[config.mk]
export PLATFORM = sky130hd
export DESIGN_NAME = mod12_count_monitor
export DESIGN_NICKNAME = d
export VERILOG_FILES = /design/src/rtl/mod12_count_monitor.sv
export SDC_FILE = /design/constraint.sdc
export NUM_CORES = 1
export LEC_CHECK = 0
export ABC_AREA = 1
export ABC_CLOCK_PERIOD_IN_PS = 1900
export CORE_UTILIZATION = 45
export CTS_CLUSTER_SIZE = 16
export DETAILED_ROUTE_END_ITERATION = 6
export PLACE_DENSITY_LB_ADDON = 0.12
export SETUP_SLACK_MARGIN = 0.15
export SKIP_LAST_GASP = 1
export SYNTH_ARGS = -nofsm -noshare
export SYNTH_HDL_FRONTEND = slang
export SYNTH_SLANG_ARGS = --single-unit
export TNS_END_PERCENT = 30
[constraint.sdc]
create_clock -name clock -period 1.9 [get_ports clock]
set_input_delay 0.38 -clock clock [delete_from_list [all_inputs] [get_ports clock]]
set_output_delay 0.38 -clock clock [all_outputs]
set_load 0.02 [all_outputs]
[src/rtl/mod12_count_monitor.sv]
// Receive-side checker for the mod-12 up/down count stream: direction lock, step/illegal errors, wrap statistics.
// Latency: every output is registered and reflects the sample taken on the previous rising edge.
// Backpressure: none; a sample is consumed on every cycle that valid is high.
module mod12_count_monitor #(
    parameter int WRAP_W = 8,
    parameter int ERR_W  = 8
) (
    input  logic              clock,
    input  logic              reset,
    input  logic              valid,
    input  logic [3:0]        count_in,
    input  logic              load_in,
    input  logic              clr_stats,
    output logic              locked,
    output logic              dir_up,
    output logic              dir_change,
    output logic              err_illegal,
    output logic              err_jump,
    output logic [WRAP_W-1:0] up_wraps,
    output logic [WRAP_W-1:0] down_wraps,
    output logic [ERR_W-1:0]  err_count
);

    typedef enum logic [1:0] {UNLOCKED, SYNC, LOCKED} state_t;

    state_t     state_q, state_d;
    logic [3:0] prev_q, prev_d;
    logic [3:0] up_nxt, dn_nxt;
    logic       is_up, is_dn;
    logic       dir_d, chg_d, ill_d, jmp_d;
    logic       upw_inc, dnw_inc, err_inc;

    assign up_nxt = (prev_q == 4'd11) ? 4'd0  : prev_q + 4'd1;
    assign dn_nxt = (prev_q == 4'd0)  ? 4'd11 : prev_q - 4'd1;
    assign is_up  = (count_in == up_nxt);
    assign is_dn  = (count_in == dn_nxt);

    always_comb begin
        state_d = state_q;
        prev_d  = prev_q;
        dir_d   = dir_up;
        chg_d   = 1'b0;
        ill_d   = 1'b0;
        jmp_d   = 1'b0;
        upw_inc = 1'b0;
        dnw_inc = 1'b0;
        err_inc = 1'b0;
        if (valid) begin
            if (count_in > 4'd11) begin
                // prev is kept so the stream can resync from the last good value
                ill_d   = 1'b1;
                err_inc = 1'b1;
                state_d = UNLOCKED;
            end else if (load_in) begin
                prev_d  = count_in;
                state_d = SYNC;
            end else begin
                prev_d = count_in;
                case (state_q)
                    UNLOCKED: state_d = SYNC;
                    SYNC: begin
                        if (is_up || is_dn) begin
                            dir_d   = is_up;
                            state_d = LOCKED;
                        end else begin
                            jmp_d   = 1'b1;
                            err_inc = 1'b1;
                        end
                    end
                    LOCKED: begin
                        if (is_up || is_dn) begin
                            dir_d = is_up;
                            chg_d = (is_up != dir_up);
                        end else begin
                            jmp_d   = 1'b1;
                            err_inc = 1'b1;
                            state_d = SYNC;
                        end
                    end
                    default: state_d = UNLOCKED;
                endcase
                if (state_q != UNLOCKED) begin
                    upw_inc = is_up && (prev_q == 4'd11);
                    dnw_inc = is_dn && (prev_q == 4'd0);
                end
            end
        end
    end

    always_ff @(posedge clock or negedge reset) begin
        if (!reset) begin
            state_q     <= UNLOCKED;
            prev_q      <= 4'd0;
            locked      <= 1'b0;
            dir_up      <= 1'b1;
            dir_change  <= 1'b0;
            err_illegal <= 1'b0;
            err_jump    <= 1'b0;
            up_wraps    <= '0;
            down_wraps  <= '0;
            err_count   <= '0;
        end else begin
            state_q     <= state_d;
            prev_q      <= prev_d;
            locked      <= (state_d == LOCKED);
            dir_up      <= dir_d;
            dir_change  <= chg_d;
            err_illegal <= ill_d;
            err_jump    <= jmp_d;
            // clear beats a same-cycle increment; counters stick at all-ones
            if (clr_stats)
                up_wraps <= '0;
            else if (upw_inc && (up_wraps != '1))
                up_wraps <= up_wraps + 1'b1;
            if (clr_stats)
                down_wraps <= '0;
            else if (dnw_inc && (down_wraps != '1))
                down_wraps <= down_wraps + 1'b1;
            if (clr_stats)
                err_count <= '0;
            else if (err_inc && (err_count != '1))
                err_count <= err_count + 1'b1;
        end
    end

endmodule

== After elaboration in Yosys (flattened, before gate mapping) ==
Cells that the tools add are included.
Widths: inputs -> output; s select.
Word-level totals
  output and inout bits: 29
  bits of input ports: 9
  flip-flop bits (word level): 35
  logic and storage cells: 79
Operators by class
  add/subtract/negate cells: 5
  bitwise operators: 2
  equality and inequality tests: 10
  reduce and logical (&&, ||, !) cells: 15
  mux-type cells: 36
  $lt $le $gt $ge: 1
Operators with widths (count)
  $mux 8: 6
  $add 8x1->8 const B: 3
  $ne 8x8->1 const B: 3
  $mux 1: 22
  $mux 2: 5
  $eq 4x4->1: 2
  $mux 4: 2
  $reduce_bool 2->1: 4
  $pmux 2 s3: 1
  $logic_and 1x1->1: 5
  $reduce_and 5->1: 1
  $add 4x1->4 const B: 1
  $eq 2x2->1 const B: 2
  $eq 4x4->1 const B: 1
  $gt 4x4->1 const B: 1
  $logic_not 4->1: 1
  $sub 4x1->4 const B: 1
  $eq 2x1->1 const B: 1
  $logic_not 2->1: 1
  $not 1->1: 2
  $reduce_and 2->1: 1
  $reduce_or 2->1: 1
  $logic_or 1x1->1: 1
  $ne 1x1->1: 1

== Longest topological paths before layout ==
  depth in word-level cells: 12
  mapped depth: 17
  mapped depth without buffers: 17

== Worst setup path after synthesis ==
OpenSTA, ideal clock, no wires.
  path type: register to register
  start point: register prev_q[0]
  end point: register up_wraps[7]
  arrival: 1.861 ns
  data required time: 1.761 ns
  path slack: -0.100 ns
  clock period less this slack: 2.000 ns
  stages on the path, launching flop included: 13
  buffers on the path: 0
  library setup time: 0.139 ns
  path through: dfrtp_1 > inv_1 > ha_1 > xnor2_1 > nand3_1 > nor2_1 > nand2_2 > inv_1 > nand2_2 > nor2_4 > nand2_1 > nor3_1 > nor3_1
On the way
  longest elaborated chain between the ends: 10
  elaborated cells between the ends (all ways): 11
  those cells by class: add/sub: 1; eq/ne: 2; mux: 5; reduce/logical: 3
Ends and longest elaborated chain
  from (decl): line 27  | logic [3:0] prev_q, prev_d;
  from (signal assigned): line 104  | prev_q <= prev_d;
  $add 4x1->4 or $eq 4x4->1 (tied branches): line 33, 83
  $mux 4: line 33  | assign up_nxt = (prev_q == 4'd11) ? 4'd0 : prev_q + 4'd1;
  $eq 4x4->1: line 35  | assign is_up = (count_in == up_nxt);
  $logic_and 1x1->1 (*): line 83  | upw_inc = is_up && (prev_q == 4'd11);
  $mux 1 (*): line 82  | if (state_q != UNLOCKED) begin
  $mux 1 (*): line 54  | end else if (load_in) begin
  $mux 1 (*): line 49  | if (count_in > 4'd11) begin
  $mux 1 (*): line 48  | if (valid) begin
  $logic_and 1x1->1 (*): line 113  | else if (upw_inc && (up_wraps != '1))
  $reduce_bool 2->1 (no source line) (*)
  to (signal assigned): line 114  | up_wraps <= up_wraps + 1'b1;
  to (decl): line 19  | output logic [WRAP_W-1:0] up_wraps,
Every way passes the cells marked *; elsewhere a longest branch is shown, timed or not.
A chain may end at the register's enable or synchronous reset.

== Final worst setup path ==
  start point: register prev_q[1]
  end point: register down_wraps[6]
On the way
  longest elaborated chain between the ends: 10
  elaborated cells between the ends (all ways): 11
  those cells by class: add/sub: 1; eq/ne: 1; mux: 5; reduce/logical: 4
Ends and longest elaborated chain
  $sub 4x1->4 or $logic_not 4->1 (tied branches): line 34, 84
  $mux 4: line 34  | assign dn_nxt = (prev_q == 4'd0) ? 4'd11 : prev_q - 4'd1;
  $eq 4x4->1: line 36  | assign is_dn = (count_in == dn_nxt);
  $logic_and 1x1->1 (*): line 84  | dnw_inc = is_dn && (prev_q == 4'd0);
  $mux 1 (*): line 82
  $mux 1 (*): line 54
  $mux 1 (*): line 49
  $mux 1 (*): line 48
  $logic_and 1x1->1 (*): line 117  | else if (dnw_inc && (down_wraps != '1))
  $reduce_bool 2->1 (no source line) (*)
  to (signal assigned): line 118  | down_wraps <= down_wraps + 1'b1;
  to (decl): line 20  | output logic [WRAP_W-1:0] down_wraps,
Marks and branches as above.

==> metrics <==
Worst Hold Class=in2async; WL met2=2.479 mm; MaxCap Viol Count=0; Area Overhead vs Synth=47.38%; mean post-synth cell area=~8.1 sq um; Fin. Hold Viols=0; core area=~4400 sq um; Post-Syn Nets=282; Detail Route Antenna Nets=0; Max Clock Skew=slightly above 7 ps; Buffers on Ports=37; Overall Power=2010 uW; Post-synth top flop=dfrtp_1; fin util=between 70% and 80%; CP startpoint kind=flop; Clock Sinks=35; TritonRoute pass-1 iters=6; Mapped Cells=264; most frequent cell after synthesis=nand2_1; share of post-route cells with drive strength above 1=27.95%; Worst Setup Slack, final=-48.90 ps; post-synthesis register bit count=35; Post-synth top cells=nand2_1 (50), dfrtp_1 (34), nand3_1 (32), inv_1 (31), nor2_1 (21); Remaining Overflow, GRT=0; Setup CP Type=reg2reg; die width=70.73 um; Leak=0.001483 uW; top-area cell type share of the netlist area=40.02%; Initial DRC Count=113; Initial Util=approximately 48%; DR vias=2073; final wirelength=a little over 5 mm; row cnt=24; H-tree levels=2; number of global-route vias before repair=1950; Antenna diodes=0; hold_buf cts=0; register area share after synthesis=41.26%; Via density=a little over 5; clk root buf=clkbuf_8; Async SR Flop Fraction=100.0%; setup violators final=14; Final Cell Area=3133 sq um; Clock Path Buffers=2; first-pass GRT wire length=8.590 mm; Fmax=roughly 510 MHz; Cell variety after synth=37; fin. max-slew vios=0; Post-synth EDFFs=0; wire per inst=about 13 um; CP max FO=5; power per cell area=641.5 nW/um^2; Layout Nets=364; Syn Std Cell Area=2126 sq um; Clock Pin Slew Worst Setup and Hold Paths=80 ps; Top Layer Used=met4; Die ar.=5003 sq um; initial antenna violation count=0; Die Span Y=70.73 um; leading area contributor after synthesis=dfrtp_1; failing checks=design-rule violations, negative setup slack; Critical Path RT=2120 ps; outcome=complete, but fails checks; Yosys Warn Count=0; GRT Total Usage=21.94%; GP Congestion=between 0.8 and 0.9; Met3 Wirelength=between 200 and 250 um; Peak VDD IR=0.0005392 V; worst skew pair latency=between 200 and 300 ps; Worst setup EP type=flop; placed cell area=around 2900 sq um; Critical Path AT=roughly 2200 ps; number of I/O pins=38; setup slack after placement=-278.2 ps; RSZ-0062 raised after global routing=true; Hold Slack=~510 ps; Synth area leaders=dfrtp_1 (40%), nand2_1 (8.8%), nand3_1 (7.5%), inv_1 (5.5%), ha_1 (5.3%); Detail Placement HPWL=3.546 mm; TritonCTS clock tree=done; worst-margin pin slew=604.7 ps; Final Cycle Share=102.6%; largest net degree at the start of global routing=36; min cycle time layout=1949 ps; routed length on met1=2.322 mm; Slew HR=between 50% and 60%; Residual DRC=6; cts bufs inserted=5
==> final timing paths <==
| check | from | to | slack, ps | cells past startpoint |
|---|---|---|---|---|
| worst max-delay path | prev_q[1] | down_wraps[6] | -50 | 14 |
| worst max register to register | prev_q[1] | down_wraps[6] | -50 | 14 |
| min in group clock | dir_up | dir_up | 530 | 2 |
| max in group asynchronous | reset | dir_up | 1050 | 2 |
| worst min-delay path | reset | up_wraps[4] | 510 | 2 |
| worst min register to register | dir_up | dir_up | 530 | 2 |
==> power breakdown <==
| group | total (uW) | leakage (uW) | internal [uW] | switching [uW] |
|---|---|---|---|---|
| clock network | 703 | 0.0000612 | 425 | 278 |
| registers | 816 | 0.000473 | 783 | 33.0 |
| logic | 491 | 0.000949 | 219 | 273 |
| total | 2010 | 0.00148 | 1430 | 584 |
==> repair_timing <==
action | CTS | global route
pin swaps | 9 | 8
endpoints found under the setup margin | 36 | 42
buffers inserted | 2 | 3
resized for setup | 13 | 14
gates cloned | 1 | 0
==> stage by stage <==
stage,cells,TNS (ps)
after floorplan,264,0
after global placement,385,-3514
after detailed placement,385,-4829
after CTS,396,-235.7
after global routing,399,-3176
final,399,-332.4
==> metal layers <==
metal / GRT usage (%) / vias up
li1: - / 1037
met2: 36.75 / 54
met3: 4.986 / 4
met1: 27.90 / 978
met4: 8.000 / 0
met5: 0 / -
==> worst max-delay path, cell delays in order, from the launching register on <==
cell and delay, ps:
dfrtp_1 440, inv_2 70, ha_4 170, or2_4 230, nand3_2 70, nand2_2 70
nor2_2 110, nand2_2 110, inv_2 100, nand2_4 90, nor2_4 130, inv_2 60
o21ai_2 100, nand2_1 50, nor2_1 80
==> layout by cell type, fill, tap and decap left out, types with 6 or more instances in the layout <==
cell,n
clkbuf_8,6
nand2_1,46
clkdlybuf4s50_1,37
buf_4,41
nand2_2,6
o21ai_0,13
nand3_1,26
xor2_1,6
ha_1,7
dfrtp_1,33
nand3_2,6
nor2_1,20
a21oi_1,7
inv_1,28
==> state kept, by name, indices dropped and copies added (netlist names), 2 cells and up <==
name        count
down_wraps      8
err_count       8
prev_q          4
state_q         2
up_wraps        8
==> cell type report <==
cell class              count  area [sq um]
inverters                  36         140.1
multi-input cells         190          1254
flip-flops and latches     35         878.3
fillers                   373          1311
clock buffers               6         82.58
repair buffers             78         678.2
clock inverters             2         35.03
well taps                  52         65.06
==> cell families after synthesis <==
| family | share of synthesized area (%) |
|---|---|
| compound gates | 10.54 |
| simple gates | 31.25 |
| xor+xnor | 4.120 |
| fa+ha+maj | 5.297 |
| buf+inv | 7.534 |
| flops | 41.26 |
(Power assumes the default switching activity.)
